===== src/rtl/button_conditioner.sv =====
// Multi-channel pushbutton front end: synchronise, debounce, then emit one-cycle
// press/release events plus an optional hold-to-repeat pulse train per channel.
module button_conditioner #(
  parameter int N_CH            = 4,
  parameter int SYNC_STAGES     = 2,
  parameter int DEBOUNCE_CYCLES = 16,
  parameter int REPEAT_DELAY    = 50,
  parameter int REPEAT_PERIOD   = 10,
  parameter bit ACTIVE_LOW      = 1'b0
) (
  input  logic            clk,
  input  logic            reset,
  input  logic [N_CH-1:0] raw,
  input  logic [N_CH-1:0] repeat_en,
  output logic [N_CH-1:0] level,
  output logic [N_CH-1:0] press_pulse,
  output logic [N_CH-1:0] release_pulse,
  output logic [N_CH-1:0] repeat_pulse,
  output logic [N_CH-1:0] event_pulse
);

  localparam int DB_W    = $clog2(DEBOUNCE_CYCLES + 1);
  localparam int RPT_MAX = (REPEAT_DELAY > REPEAT_PERIOD) ? REPEAT_DELAY : REPEAT_PERIOD;
  localparam int RPT_W   = $clog2(RPT_MAX + 1);

  typedef enum logic [1:0] {
    ST_IDLE,
    ST_ARMED,
    ST_HELD
  } state_e;

  // Polarity is normalised before the first sync flop so everything downstream is "1 = pressed".
  logic [N_CH-1:0] pressed_raw;
  assign pressed_raw = raw ^ {N_CH{ACTIVE_LOW}};

  logic [N_CH-1:0] sync_q [SYNC_STAGES];
  logic [N_CH-1:0] sync_d [SYNC_STAGES];

  always_comb begin
    sync_d[0] = pressed_raw;
    for (int i = 1; i < SYNC_STAGES; i++) begin
      sync_d[i] = sync_q[i-1];
    end
  end

  // NOTE: the synchroniser chain is reset too, so a stale "pressed" sample
  // cannot leak out of reset; clearing it costs nothing on a short chain.
  always_ff @(posedge clk) begin
    for (int i = 0; i < SYNC_STAGES; i++) begin
      // NOTE: sequential state uses non-blocking assignment so every flop
      // samples pre-edge values regardless of statement order.
      if (reset) sync_q[i] <= '0;
      else       sync_q[i] <= sync_d[i];
    end
  end

  for (genvar ch = 0; ch < N_CH; ch++) begin : g_ch
    logic             synced;
    logic [DB_W-1:0]  db_cnt_q, db_cnt_d;
    logic             level_q, level_d;
    logic             press_q, release_q, repeat_q, repeat_d;
    logic             rise, fall;
    state_e           state_q, state_d;
    logic [RPT_W-1:0] rpt_cnt_q, rpt_cnt_d;

    assign synced = sync_q[SYNC_STAGES-1][ch];

    // Debounce: a differing level must persist DEBOUNCE_CYCLES edges in a row.
    always_comb begin
      // NOTE: every comb output gets a default first, so no path infers a latch.
      db_cnt_d = '0;
      level_d  = level_q;
      if (synced != level_q) begin
        if (db_cnt_q == DB_W'(DEBOUNCE_CYCLES - 1)) level_d  = ~level_q;
        else                                        db_cnt_d = db_cnt_q + DB_W'(1);
      end
    end

    assign rise = level_d & ~level_q;
    assign fall = ~level_d & level_q;

    // Repeat FSM, next-state process.
    always_comb begin
      state_d = state_q;
      unique case (state_q)
        ST_IDLE:  if (rise) state_d = repeat_en[ch] ? ST_ARMED : ST_HELD;
        ST_ARMED: begin
          if (fall)               state_d = ST_IDLE;
          else if (!repeat_en[ch]) state_d = ST_HELD;
        end
        ST_HELD:  if (fall) state_d = ST_IDLE;
        default:  state_d = ST_IDLE;
      endcase
    end

    // Repeat FSM, output process: release and enable drop both pre-empt an expiring repeat.
    always_comb begin
      rpt_cnt_d = '0;
      repeat_d  = 1'b0;
      unique case (state_q)
        ST_IDLE: if (rise && repeat_en[ch]) rpt_cnt_d = RPT_W'(REPEAT_DELAY);
        ST_ARMED: begin
          if (!fall && repeat_en[ch]) begin
            if (rpt_cnt_q == RPT_W'(1)) begin
              repeat_d  = 1'b1;
              rpt_cnt_d = RPT_W'(REPEAT_PERIOD);
            end else begin
              rpt_cnt_d = rpt_cnt_q - RPT_W'(1);
            end
          end
        end
        default: ;
      endcase
    end

    // State register for debounce, FSM and registered pulses.
    always_ff @(posedge clk) begin
      if (reset) begin
        db_cnt_q  <= '0;
        level_q   <= 1'b0;
        press_q   <= 1'b0;
        release_q <= 1'b0;
        repeat_q  <= 1'b0;
        state_q   <= ST_IDLE;
        rpt_cnt_q <= '0;
      end else begin
        db_cnt_q  <= db_cnt_d;
        level_q   <= level_d;
        press_q   <= rise;
        release_q <= fall;
        repeat_q  <= repeat_d;
        state_q   <= state_d;
        rpt_cnt_q <= rpt_cnt_d;
      end
    end

    assign level[ch]         = level_q;
    assign press_pulse[ch]   = press_q;
    assign release_pulse[ch] = release_q;
    assign repeat_pulse[ch]  = repeat_q;
    assign event_pulse[ch]   = press_q | repeat_q;
  end

endmodule


===== config.mk =====
export PLATFORM = sky130hd
export DESIGN_NAME = button_conditioner
export DESIGN_NICKNAME = d
export VERILOG_FILES = /design/src/rtl/button_conditioner.sv
export SDC_FILE = /design/constraint.sdc
export NUM_CORES = 1
export LEC_CHECK = 0
export ABC_AREA = 1
export BUFFER_PORTS_ARGS = -buffer_cell sky130_fd_sc_hd__buf_2
export CORE_ASPECT_RATIO = 2
export CORE_MARGIN = 4
export CORE_UTILIZATION = 53
export CTS_CLUSTER_DIAMETER = 60
export DETAILED_ROUTE_END_ITERATION = 6
export PLACE_DENSITY = 0.75
export SYNTH_ARGS = -nofsm -noshare
export SYNTH_HDL_FRONTEND = slang
export SYNTH_SLANG_ARGS = --single-unit
export TNS_END_PERCENT = 50

===== constraint.sdc =====
create_clock -name clk -period 1.45 [get_ports clk]
set_clock_uncertainty 0.1 [all_clocks]
set_input_delay 0.29 -clock clk [delete_from_list [all_inputs] [get_ports clk]]
set_output_delay 0.29 -clock clk [all_outputs]
set_load 0.02 [all_outputs]

After elaboration in Yosys (flattened, before gate mapping)
Memories as Yosys holds them, arrays and structs flattened.
Cells that the tools add are included.
{ "word_totals": {"register_bits": 68, "ramBits": 8, "inputBits": 10, "out_inout_bits": 20, "elab_cells": 188, "n_memories": 1} }
{ "op_classes": {"add_sub_neg": 8, "eq_ne": 32, "mux": 57, "n_bitwise": 34, "reduce_logical": 28} }
{ "mem_list": {"columns": ["name", "words", "word_bits", "read_ports", "rd_ports_with_merged_regs", "wr", "line_no", "source"], "rows": [
  ["sync_q", 2, 4, 2, 0, 2, "36", "logic [N_CH-1:0] sync_q [SYNC_STAGES];"]
]} }
{ "op_table": {"columns": ["op", "n"], "rows": [
  ["two-way mux 6 bit", 12],
  ["one-hot mux 6 bit (2 select lines)", 4],
  ["two-way mux 2 bit", 20],
  ["== test 6 x 1 -> 1 bit, second input constant", 4],
  ["one-hot mux 2 bit (3 select lines)", 4],
  ["OR reduction 3 bit", 8],
  ["subtractor 6 x 1 -> 6 bit, second input constant", 4],
  ["adder 5 x 1 -> 5 bit, second input constant", 4],
  ["== test 5 x 4 -> 1 bit, second input constant", 4],
  ["inverter 1 bit", 20],
  ["inequality test 2 bit, second input constant", 8],
  ["two-way mux 1 bit", 15],
  ["inequality test 3 bit, second input constant", 4],
  ["AND reduction 3 bit", 4],
  ["bitwise AND 1 bit", 8],
  ["== test 2 x 1 -> 1 bit, second input constant", 4],
  ["== test 2 bit, second input constant", 4],
  ["logical AND 1 bit", 8],
  ["zero test 2 bit", 4],
  ["two-way mux 4 bit", 2],
  ["OR 1 bit", 6],
  ["zero test 1 bit", 4],
  ["inequality test 1 bit", 4]
]} }

Depth between registers and ports, before layout
Gate-level depths: netlist of run 1.
{ "logic_depth": {"word_depth": 9, "depth_mapped": 10, "ltp_nobuf": 10} }

Worst setup path before layout of run 1
No wires, ideal clock.
{ "synth_timing": {"path_kind": "register to register", "startpoint": "reg g_ch[2].db_cnt_q[0]", "endpoint": "reg g_ch[2].state_q[1]", "setup_time_ns": 0.117, "arrival_ns": 1.352, "path_slack_ns": -0.119, "path_stages_with_launch": 10, "path_buffers": 0, "synth_period_minus_slack_ns": 1.569, "path_cell_list": "dfxtp_1 > ha_1 > nand2_1 > nor2_1 > ha_1 > nand3_2 > nand2_2 > inv_2 > nor3_1 > nor2_1"} }
{ "synth_between": {"elab_chain_len": 7, "elab_cells_between_ends": 12} }
{ "synth_rtl": {"columns": ["item", "line_no", "source"], "rows": [
  ["from (decl)", "59", "logic [DB_W-1:0] db_cnt_q, db_cnt_d;"],
  ["from (signal assigned)", "127", "db_cnt_q <= db_cnt_d;"],
  ["== test 5 x 4 -> 1 bit *", "74", "if (db_cnt_q == DB_W'(DEBOUNCE_CYCLES - 1)) level_d = ~level_q;"],
  ["two-way mux 1 bit *", "74", null],
  ["two-way mux 1 bit *", "73", "if (synced != level_q) begin"],
  ["inverter 1 bit", "80", "assign fall = ~level_d & level_q;"],
  ["bitwise AND 1 bit", "80", null],
  ["inequality test 3 bit (no source line) (tied with other cells)", null, null],
  ["AND reduction 3 bit (no source line) / one-hot mux 2 bit (3 select lines) (equally long branches)", null, null],
  ["to (signal assigned)", "132", "state_q <= state_d;"],
  ["to (decl)", "63", "state_e state_q, state_d;"]
]} }
Mark *: on every way between the ends. The rest lies on a longest branch, timed or not.
A chain may end at the register's enable or synchronous reset.

Worst setup path after layout of run 1
{ "layout_timing": {"startpoint": "reg g_ch[0].db_cnt_q[0]", "endpoint": "reg g_ch[0].state_q[1]"} }
{ "layout_between": {"elab_chain_len": 7, "elab_cells_between_ends": 12} }
{ "layout_rtl": {"columns": ["item", "line_no"], "rows": [
  ["from (decl)", "59"],
  ["from (signal assigned)", "127"],
  ["== test 5 x 4 -> 1 bit *", "74"],
  ["two-way mux 1 bit *", "74"],
  ["two-way mux 1 bit *", "73"],
  ["inverter 1 bit", "80"],
  ["bitwise AND 1 bit", "80"],
  ["inequality test 3 bit (no source line) (tied with other cells)", null],
  ["AND reduction 3 bit (no source line) / one-hot mux 2 bit (3 select lines) (equally long branches)", null],
  ["to (signal assigned)", "132"],
  ["to (decl)", "63"]
]} }
Marks and branches as above.

==> results by group, run 1 <==
STA
  • Fin. Hold Viols: 0
  • Slew @ Worst Pin: 0.465 ns
  • Crit path time final: 1.54 ns
  • RSZ-0062 raised after global routing: yes
  • Period utilisation layout: 106%
  • Max Slew Vio Count: 0
  • Setup ws final: -0.0924 ns
  • Setup violators final: 28
  • Max-slew headroom: 68.9%
  • Fmax achieved: 648 MHz

Synthesis
  • Syn Area/Cell: 8.13 um^2
  • Post-Syn Area: 3440 um^2
  • Syn Nets: 449
  • Synthesized flop and latch total: 76
  • Synth top area share: 44.3%
  • Most used DFF post-synth: dfxtp_1
  • Share of synthesized flip-flops with an asynchronous set or reset: 0%
  • Ranking of synthesized cells by area: dfxtp_1, nor2_1, nand2_1
  • Synth warn: 0
  • Post-synth EDFFs: 0
  • Sequential share of the synthesized area: 44.3%
  • Library cells used by synthesis: 36
  • Yosys top cell by area: dfxtp_1
  • Cell count after synthesis: 423

Layout
  • Post-route core utilization: 71.9%
  • Antenna cells: 0
  • Share of cells above drive strength 1: 39.8%
  • Commonest non-fill, non-tap cell in the layout: nor2_1
  • Final #Nets: 512
  • Filler Cells Inserted: 478
  • Final Non-Filler Cells: 576
  • Finished Cell Area: 4540 um^2
  • Most frequent cells in the layout: nor2_1, dfxtp_1, nand2_1
  • P&R area growth vs syn: 32.1%

CTS
  • Hold-fix buffers, CTS: 0
  • Clock-pin slew on the worst setup and hold paths: 0.05 ns
  • CTS Buf Count: 9
  • Clock Tree Buf Depth: 2
  • Clock root cell: clkbuf_16
  • CTS tree: done
  • CTS sink cnt: 76
  • CTS H-tree depth: 3
  • Clock latency on the worst-skew pair: 0.33 ns

Placement
  • Pre-CTS setup slack: -0.153 ns
  • DP Wirelength: 4800 um
  • Placed cell area: 3830 um^2
  • Buffers on Ports: 29
  • Placed insts: 546
  • GPL Wtd Cong: 0.843

Min path
  • HP Class: in2reg
  • Hold_sp: raw[1]
  • Hold Crit Endpoint: sync_q[0][1]
  • Hold path depth: 3

Setup path
  • Crit path top cell by count: ha_4
  • Slowest CP cell: dfxtp_2
  • R2R Setup Slk: -0.09 ns
  • R2r endpoint: g_ch[0].state_q[1]
  • Max incr delay on CP: 0.35 ns
  • CP Launch Type: register
  • Critical Path Fanout Max: 4
  • WS Path Type: reg2reg
  • CP Cell Sequence: ha_4, nand2_4, nor2_4, ha_4, nand3b_1, buf_4, nand2_2, nand2_1, a21oi_2
  • CP required: 1.61 ns
  • Crit path DAT: 1.70 ns
  • Worst setup EP type: register
  • R2R depth: 9
  • R2r startpoint: g_ch[0].db_cnt_q[0]

Global routing
  • Total gr overflow: 0
  • Pin count of the biggest net entering global routing: 20
  • Vias in the first global route: 2791
  • Total track usage: 19.1%
  • Initial antenna violation count: 0
  • First-pass GRT wire length: 11600 um

Die
  • Die H: 122 um
  • Io pins: 30
  • Core ar.: 6310 um^2
  • Initial core utilization: 54.5%
  • Num rows: 41
  • Overall die area: 7920 um^2
  • Chip width: 64.9 um

Pwr
  • Internal power: 3.37 mW
  • Maximum VDD drop: 1080 uV
  • Register share of total power: 50.0%
  • PD cells: 932 nW/um^2
  • Logic pwr share: 2.4%
  • Leakage: 1.98 nW
  • Switching pwr: 0.856 mW
  • Power share of the clock group: 47.5%
  • Switching Fraction: 20.2%

Status
  • Failing checks: negative setup slack
  • Outcome: finished with violations

Route
  • Routed WL: 7020 um
  • DRT iter0 DRCs: 139
  • First-pass DRT Iterations: 4
  • Vias: 2867
  • Post-DR vias/cell: 4.98
  • WL per Instance: 12.2 um
  • Residual DRC: 0
  • Antenna Violating Nets Remaining: 0

Flow run
  • Max Cap Viol: 0
-- cell families after synthesis --
| kind of cell | Yosys count | share of synthesized area (%) |
|---|---|---|
| XOR/XNOR | 7 | 1.78 |
| AND/OR/NAND/NOR | 202 | 29.9 |
| flip-flops | 76 | 44.3 |
| AO/OA/AOI/OAI | 46 | 8.04 |
| buffers and inverters | 76 | 10.2 |
| adder cells (fa/ha/maj) | 16 | 5.82 |
-- sequential cells by signal, indices dropped and copies added (netlist names) --
signal / cells
g_ch.db_cnt_q: 20
g_ch.level_q: 4
g_ch.press_q: 4
g_ch.release_q: 4
g_ch.repeat_q: 4
g_ch.rpt_cnt_q: 24
g_ch.state_q: 8
sync_q: 8
-- cell type report --
cell class | count | area, um^2 | share of cell area [%]
Multi-Input combinational cell | 271 | 1920 | 42.4
Sequential cell | 76 | 1540 | 33.8
Timing Repair Buffer | 72 | 479 | 10.6
Clock buffer | 13 | 260 | 5.73
Inverter | 56 | 223 | 4.91
Tap cell | 86 | 108 | 2.37
Clock inverter | 2 | 10.0 | 0.221
-- metal layers --
layer | global-route usage [%] | vias to the layer above | routed length [um]
met5 | 0 | - | 0
met1 | 17.2 | 1339 | 2470
met4 | 10.7 | 0 | 201
met2 | 36.9 | 42 | 4120
li1 | - | 1471 | -
met3 | 4.80 | 15 | 228
-- worst max-delay path by stage --
stage	startpoint	endpoint	slack, ns	cells after the start
CTS	g_ch[2].db_cnt_q[1]	g_ch[2].state_q[1]	-0.09	9
detailed placement	g_ch[0].db_cnt_q[1]	g_ch[0].rpt_cnt_q[4]	-0.15	8
global route	g_ch[3].db_cnt_q[0]	g_ch[3].state_q[1]	-0.18	8
floorplan	g_ch[2].db_cnt_q[1]	g_ch[2].state_q[1]	-0.03	9
finish	g_ch[0].db_cnt_q[0]	g_ch[0].state_q[1]	-0.09	9
global placement	g_ch[0].db_cnt_q[1]	g_ch[0].rpt_cnt_q[5]	-0.11	8
-- power groups by stage --
| stage | logic (mW) | registers (mW) | clock network, mW |
|---|---|---|---|
| after CTS | 0.0968 | 2.11 | 2.06 |
| after global placement | 0.0878 | 2.16 | 0 |
| final | 0.103 | 2.12 | 2.01 |
| after floorplan | 0.0514 | 2.16 | 0 |
| after detailed placement | 0.0896 | 2.16 | 0 |
| after global routing | 0.115 | 2.12 | 2.15 |
-- synth_stat cells, types with 5 or more instances --
| master | number |
|---|---|
| a21oi_1 | 23 |
| buf_4 | 16 |
| dfxtp_1 | 76 |
| ha_1 | 16 |
| inv_1 | 48 |
| inv_2 | 8 |
| nand2_1 | 57 |
| nand3_1 | 16 |
| nand3_2 | 7 |
| nand4_1 | 7 |
| nor2_1 | 76 |
| nor2_2 | 7 |
| nor3_1 | 5 |
| o21ai_1 | 5 |
| or2_2 | 5 |
-- stage by stage --
step	TNS (ns)	power (mW)	hold WS (ns)
2_1_floorplan	-0.232	2.21	0.288
3_3_place_gp	-2.12	2.25	0.292
3_5_place_dp	-3.51	2.25	0.292
4_1_cts	-1.21	4.27	0.0546
5_1_grt	-4.17	4.38	0.0715
6_report	-0.920	4.23	0.0638
-- what timing repair did --
action                                  in CTS  in global routing
endpoints found under the setup margin      59                 70
buffers inserted                            10                  7
endpoints found under the hold margin        0                  0
resized for setup                           43                 36
pin swaps                                   29                 20
-- worst max-delay path, delay by kind of cell (launching register included) --
kind | cells | cell delay [ns]
AO/OA/AOI/OAI | 1 | 0.11
AND/OR/NAND/NOR | 5 | 0.39
buffers and inverters | 1 | 0.19
flip-flops | 1 | 0.35
adder cells (fa/ha/maj) | 2 | 0.32
Note: power is estimated with default switching activity, not from simulation.
==> run 2: changes to the inputs <==
==> constraint.sdc (replaced) <==
create_clock -name clk -period 1.4 [get_ports clk]
set_clock_uncertainty 0.1 [all_clocks]
set_input_delay 0.28 -clock clk [delete_from_list [all_inputs] [get_ports clk]]
set_output_delay 0.28 -clock clk [all_outputs]
set_load 0.02 [all_outputs]
==> results by group, run 2 (synthesized netlist as in run 1, its figures left out) <==
Placement
  • GPL Wtd Cong: 0.816 (was 0.843)
  • Buffers on Ports: 29 (unchanged)
  • DP Wirelength: 4820 um (was 4800 um)
  • Pre-CTS setup slack: -0.255 ns (was -0.153 ns)
  • Placed insts: 546 (unchanged)
  • Placed cell area: 3850 um^2 (was 3830 um^2)

CTS
  • CTS H-tree depth: 3 (unchanged)
  • CTS sink cnt: 76 (unchanged)
  • Clock root cell: clkbuf_16 (unchanged)
  • CTS tree: done (unchanged)
  • Clock latency on the worst-skew pair: 0.34 ns (was 0.33 ns)
  • Clock Tree Buf Depth: 2 (unchanged)
  • CTS Buf Count: 9 (unchanged)
  • Hold-fix buffers, CTS: 0 (unchanged)
  • Clock-pin slew on the worst setup and hold paths: 0.06 ns (was 0.05 ns)

Layout
  • Antenna cells: 0 (unchanged)
  • Most frequent cells in the layout: dfxtp_1, nor2_1, nand2_1 (was nor2_1, dfxtp_1, nand2_1)
  • Largest reg by FF count: g_ch.rpt_cnt_q (unchanged)
  • Final Non-Filler Cells: 579 (was 576)
  • Filler Cells Inserted: 459 (was 478)
  • Register area: 1540 um^2 (unchanged)
  • Final #Nets: 514 (was 512)
  • Finished Cell Area: 4610 um^2 (was 4540 um^2)
  • Multi-input combinational cell area: 1950 um^2 (was 1920 um^2)
  • Post-route core utilization: 73.0% (was 71.9%)
  • P&R area growth vs syn: 34.0% (was 32.1%)
  • Top Registers: g_ch.rpt_cnt_q: 24 flops, g_ch.db_cnt_q: 20 flops (unchanged)
  • Commonest non-fill, non-tap cell in the layout: dfxtp_1 (was nor2_1)
  • Max FFs per register: 24 (unchanged)
  • Share of cells above drive strength 1: 41.6% (was 39.8%)

STA
  • Max-slew headroom: 68.7% (was 68.9%)
  • Fmax achieved: 641 MHz (was 648 MHz)
  • Setup violators final: 54 (was 28)
  • Slew @ Worst Pin: 0.468 ns (was 0.465 ns)
  • Fin. Hold Viols: 0 (unchanged)
  • RSZ-0062 raised after global routing: yes (unchanged)
  • TNS Setup: -3.45 ns (was -0.920 ns)
  • Max Slew Vio Count: 0 (unchanged)
  • Period utilisation layout: 111% (was 106%)
  • Hold slack: 0.0451 ns (was 0.0638 ns)
  • Crit path time final: 1.56 ns (was 1.54 ns)
  • Setup ws final: -0.160 ns (was -0.0924 ns)

Global routing
  • Initial antenna violation count: 0 (unchanged)
  • Vias in the first global route: 2894 (was 2791)
  • Total track usage: 19.5% (was 19.1%)
  • First-pass GRT wire length: 11900 um (was 11600 um)
  • Pin count of the biggest net entering global routing: 27 (was 20)
  • Total gr overflow: 0 (unchanged)

Setup path
  • Slowest CP cell: dfxtp_2 (unchanged)
  • Worst setup EP type: register (unchanged)
  • WS Path Type: reg2reg (unchanged)
  • Critical path's top delay family: simple AND/OR/NAND/NOR gates (unchanged)
  • CP required: 1.57 ns (was 1.61 ns)
  • CP Cell Sequence: ha_4, nand2_4, nor2_4, ha_4, nand3b_1, a21oi_2, nand2_1, a21oi_1 (was ha_4, nand2_4, nor2_4, ha_4, nand3b_1, buf_4, nand2_2, nand2_1, a21oi_2)
  • WP buf/inv: 0 (was 1)
  • Crit path top cell by count: ha_4 (unchanged)
  • Max incr delay on CP: 0.35 ns (about the same)
  • Critical Path Fanout Max: 5 (was 4)
  • Crit path DAT: 1.73 ns (was 1.70 ns)
  • CP Launch Type: register (unchanged)

Route
  • Residual DRC: 0 (unchanged)
  • Post-DR vias/cell: 4.96 (was 4.98)
  • DRT iter0 DRCs: 77 (was 139)
  • Vias: 2871 (was 2867)
  • WL per Instance: 12.1 um (was 12.2 um)
  • Routed WL: 7020 um (about the same)
  • First-pass DRT Iterations: 4 (unchanged)
  • Antenna Violating Nets Remaining: 0 (unchanged)

Flow run
  • Max Cap Viol: 0 (unchanged)

Die
  • Chip width: 64.9 um (unchanged)
  • Die H: 122 um (unchanged)
  • Num rows: 41 (unchanged)
  • Io pins: 30 (unchanged)
  • Initial core utilization: 54.5% (unchanged)
  • Core ar.: 6310 um^2 (unchanged)
  • Overall die area: 7920 um^2 (unchanged)

Pwr
  • Maximum VDD drop: 869 uV (was 1080 uV)
  • PD cells: 1000 nW/um^2 (was 932 nW/um^2)
  • Total power: 4.61 mW (was 4.23 mW)
  • Leakage: 1.99 nW (was 1.98 nW)

Min path
  • HP Class: in2reg (unchanged)

Status
  • Outcome: finished with violations (unchanged)
  • Failing checks: negative setup slack (unchanged)
==> run 2: changes by cell type in the layout (fill, tap and decap cells not counted), moves of 2 or more <==
cell / previous run / this run
nand3_2: 3 / 1
nor2_1: 65 / 58
nand2_2: 4 / 2
clkinvlp_4: 0 / 2
clkbuf_1: 2 / 0
nor2_2: 12 / 16
nand2_1: 48 / 50
nor2_4: 8 / 11
nand3_1: 14 / 16
buf_4: 40 / 43
==> run 2: worst reg2reg max path, delay by kind of cell, from the launching register on <==
kind	cells	cell delay, ns
simple gates	4	0.40
flops	1	0.35
fa+ha+maj	2	0.33
compound gates	2	0.33
==> run 2: path summary, 6_finish.rpt <==
path | depth (start not counted) | slack (ns) | startpoint | end
setup reg to reg | 8 | -0.16 | g_ch[3].db_cnt_q[0] | g_ch[3].state_q[1]
setup / recovery | 8 | -0.16 | g_ch[3].db_cnt_q[0] | g_ch[3].state_q[1]
hold / removal | 3 | 0.05 | raw[2] | sync_q[0][2]
hold reg to reg | 2 | 0.30 | sync_q[0][0] | sync_q[1][0]
==> run 2: final cells by class <==
type                    count  share of cell area (%)
clock buffers              10                    5.19
multi-input cells         271                    42.3
inverters                  56                    4.78
repair buffers             74                    10.6
clock inverters             6                    1.39
flip-flops and latches     76                    33.4
well taps                  86                    2.34
==> run 2: metal layers <==
layer / vias to the layer above / global-route usage (%) / wire length [um] / share of wire (%)
met5: - / 0 / 0 / 0
met4: 0 / 11.7 / 205 / 2.9
met3: 15 / 4.98 / 270 / 3.8
met2: 52 / 36.9 / 4040 / 58
met1: 1338 / 18.0 / 2500 / 36
li1: 1466 / - / - / -
==> run 2: power breakdown <==
part / internal (mW) / switching (mW)
Combinational: 0.0414 / 0.0786
Sequential: 2.18 / 0.0119
Clock: 1.42 / 0.874
Total: 3.64 / 0.965
==> run 2: what timing repair did <==
item / 4_1_cts / 5_1_grt
setup endpoints to repair: 66 / 66
resized for setup: 33 / 43
gates cloned: 0 / 0
pin swaps: 16 / 17
buffers inserted: 9 / 8
==> run 3: changes to the inputs <==
--- a/config.mk
+++ b/config.mk
@@ -9,10 +9,11 @@
 export BUFFER_PORTS_ARGS = -buffer_cell sky130_fd_sc_hd__buf_2
 export CORE_ASPECT_RATIO = 2
 export CORE_MARGIN = 4
-export CORE_UTILIZATION = 53
+export CORE_UTILIZATION = 59
 export CTS_CLUSTER_DIAMETER = 60
 export DETAILED_ROUTE_END_ITERATION = 6
-export PLACE_DENSITY = 0.75
+export PLACE_DENSITY = 0.79
+export RECOVER_POWER = 50
 export SYNTH_ARGS = -nofsm -noshare
 export SYNTH_HDL_FRONTEND = slang
 export SYNTH_SLANG_ARGS = --single-unit
==> constraint.sdc (replaced) <==
create_clock -name clk -period 1.5 [get_ports clk]
set_clock_uncertainty 0.1 [all_clocks]
set_input_delay 0.3 -clock clk [delete_from_list [all_inputs] [get_ports clk]]
set_output_delay 0.3 -clock clk [all_outputs]
set_load 0.02 [all_outputs]
==> results by group, run 3 (synthesized netlist as in run 1, its figures left out) <==
Global routing
  • Initial antenna violation count: 0 (unchanged)
  • Vias in the first global route: 2842 (was 2894)
  • First-pass GRT wire length: 11900 um (about the same)
  • Total gr overflow: 0 (unchanged)
  • Pin count of the biggest net entering global routing: 30 (was 27)
  • Total track usage: 22.4% (was 19.5%)

Placement
  • Buffers on Ports: 29 (unchanged)
  • Pre-CTS setup slack: -0.105 ns (was -0.255 ns)
  • DP Wirelength: 4720 um (was 4820 um)
  • GPL Wtd Cong: 0.816 (about the same)

STA
  • Fin. Hold Viols: 0 (unchanged)
  • Max-slew headroom: 51.6% (was 68.7%)
  • TNS Setup: -0.466 ns (was -3.45 ns)
  • Hold slack: 0.0697 ns (was 0.0451 ns)
  • Slew @ Worst Pin: 0.726 ns (was 0.468 ns)
  • Crit path time final: 1.56 ns (about the same)
  • Max Slew Vio Count: 0 (unchanged)
  • Setup violators final: 17 (was 54)
  • Fmax achieved: 642 MHz (was 641 MHz)
  • Setup ws final: -0.0581 ns (was -0.160 ns)
  • RSZ-0062 raised after global routing: yes (unchanged)
  • Period utilisation layout: 104% (was 111%)

Layout
  • Max FFs per register: 24 (unchanged)
  • Largest reg by FF count: g_ch.rpt_cnt_q (unchanged)
  • Final #Nets: 505 (was 514)
  • Filler Cells Inserted: 388 (was 459)
  • P&R area growth vs syn: 27.6% (was 34.0%)
  • Top Registers: g_ch.rpt_cnt_q: 24 flops, g_ch.db_cnt_q: 20 flops (unchanged)
  • Commonest non-fill, non-tap cell in the layout: dfxtp_1 (unchanged)
  • Register area: 1530 um^2 (was 1540 um^2)
  • Antenna cells: 0 (unchanged)
  • Most frequent cells in the layout: dfxtp_1, nor2_1, nand2_1 (unchanged)
  • Share of cells above drive strength 1: 33.5% (was 41.6%)
  • Multi-input combinational cell area: 1870 um^2 (was 1950 um^2)

Pwr
  • Power share of the clock group: 49.5% (was 49.9%)
  • Logic pwr share: 2.3% (was 2.6%)
  • Leakage: 1.88 nW (was 1.99 nW)
  • Switching pwr: 0.851 mW (was 0.965 mW)
  • Maximum VDD drop: 1220 uV (was 869 uV)
  • Register share of total power: 48.3% (was 47.5%)
  • Internal power: 3.38 mW (was 3.64 mW)
  • Switching Fraction: 20.1% (was 20.9%)
  • PD cells: 966 nW/um^2 (was 1000 nW/um^2)
  • Total power: 4.24 mW (was 4.61 mW)

Route
  • DRT iter0 DRCs: 81 (was 77)
  • Post-DR vias/cell: 5.35 (was 4.96)
  • WL per Instance: 14.0 um (was 12.1 um)
  • First-pass DRT Iterations: 4 (unchanged)
  • Antenna Violating Nets Remaining: 0 (unchanged)
  • Routed WL: 7640 um (was 7020 um)
  • Residual DRC: 0 (unchanged)
  • Vias: 2913 (was 2871)

CTS
  • CTS tree: done (unchanged)
  • Clock-pin slew on the worst setup and hold paths: 0.06 ns (about the same)
  • CTS H-tree depth: 3 (unchanged)
  • CTS Buf Count: 9 (unchanged)
  • CTS sink cnt: 76 (unchanged)
  • Clock Tree Buf Depth: 2 (unchanged)
  • Clock latency on the worst-skew pair: 0.33 ns (was 0.34 ns)
  • Clock root cell: clkbuf_16 (unchanged)

Setup path
  • WS Path Type: reg2reg (unchanged)
  • CP Launch Type: register (unchanged)
  • Critical path's top delay family: simple AND/OR/NAND/NOR gates (unchanged)
  • CP required: 1.66 ns (was 1.57 ns)
  • CP Cell Sequence: ha_4, nand2_4, nor2_4, ha_4, nand3b_1, nand3b_4, a21oi_2 (was ha_4, nand2_4, nor2_4, ha_4, nand3b_1, a21oi_2, nand2_1, a21oi_1)
  • Max incr delay on CP: 0.35 ns (about the same)
  • Crit path top cell by count: ha_4 (unchanged)
  • Slowest CP cell: dfxtp_2 (unchanged)
  • WP buf/inv: 0 (unchanged)
  • Worst setup EP type: register (unchanged)
  • Crit path DAT: 1.71 ns (was 1.73 ns)
  • Critical Path Fanout Max: 5 (unchanged)

Status
  • Outcome: finished with violations (unchanged)
  • Failing checks: negative setup slack (unchanged)

Die
  • Num rows: 39 (was 41)
  • Io pins: 30 (unchanged)
  • Overall die area: 7180 um^2 (was 7920 um^2)
  • Initial core utilization: 60.2% (was 54.5%)
  • Chip width: 62.0 um (was 64.9 um)
  • Die H: 116 um (was 122 um)
  • Core ar.: 5710 um^2 (was 6310 um^2)

Min path
  • HP Class: in2reg (unchanged)

Flow run
  • Max Cap Viol: 0 (unchanged)
## run 3: cell count changes in the layout (fill, tap and decap cells not counted), sizes merged
cell and change:
buf -23, clkbuf +17, clkinv -2, clkinvlp -2
## run 3: routing by layer
layer	share of wire (%)	GRT usage [%]
met3	4.2	6.24
met5	0	0
met2	57	41.0
met1	36	20.8
met4	3.3	11.9
## run 3: what timing repair did
action | 4_1_cts | 5_1_grt
pin swaps | 32 | 15
setup endpoints to repair | 41 | 59
resized for setup | 33 | 31
hold buffers | 0 | 0
setup buffers | 4 | 6
hold endpoints to repair | 0 | 0
## run 3: metrics by stage
stage / std cells / instance area, um^2 / utilization (%)
2_1_floorplan: 423 / 3500 / -
3_3_place_gp: 520 / 3780 / 66.3
3_5_place_dp: 520 / 3780 / 66.3
4_1_cts: 539 / 4240 / 74.3
5_1_grt: 544 / 4380 / 76.8
6_report: 544 / 4380 / 76.8
## run 3: final cells by class
class | count | share of cell area [%]
Tap cell | 61 | 1.74
Multi-Input combinational cell | 271 | 42.6
Clock inverter | 2 | 0.799
Timing Repair Buffer | 65 | 9.36
Sequential cell | 76 | 34.9
Inverter | 56 | 4.91
Clock buffer | 13 | 5.71
## run 3: power by group through the flow
stage	sequential (mW)	combinational, mW	clock (mW)
global placement	2.09	0.0839	0
finish	2.04	0.0959	2.10
floorplan	2.09	0.0497	0
CTS	2.04	0.0922	2.11
global route	2.04	0.107	2.20
detailed placement	2.09	0.0869	0
## run 3: worst register-to-register path, delay by kind of cell, from the launching register on
| family | cells | cell delay [ns] |
|---|---|---|
| AOI/OAI and AO/OA | 1 | 0.15 |
| and+or+nand+nor | 4 | 0.54 |
| adders and majority gates | 2 | 0.33 |
| DFF | 1 | 0.35 |
## run 3: worst paths after layout
| path | startpoint | end | slack [ns] | depth (start not counted) |
|---|---|---|---|---|
| max reg2reg | g_ch[3].db_cnt_q[0] | g_ch[3].rpt_cnt_q[5] | -0.06 | 7 |
| max | g_ch[3].db_cnt_q[0] | g_ch[3].rpt_cnt_q[5] | -0.06 | 7 |
| min reg2reg | sync_q[0][0] | sync_q[1][0] | 0.31 | 2 |
| min | raw[1] | sync_q[0][1] | 0.07 | 3 |
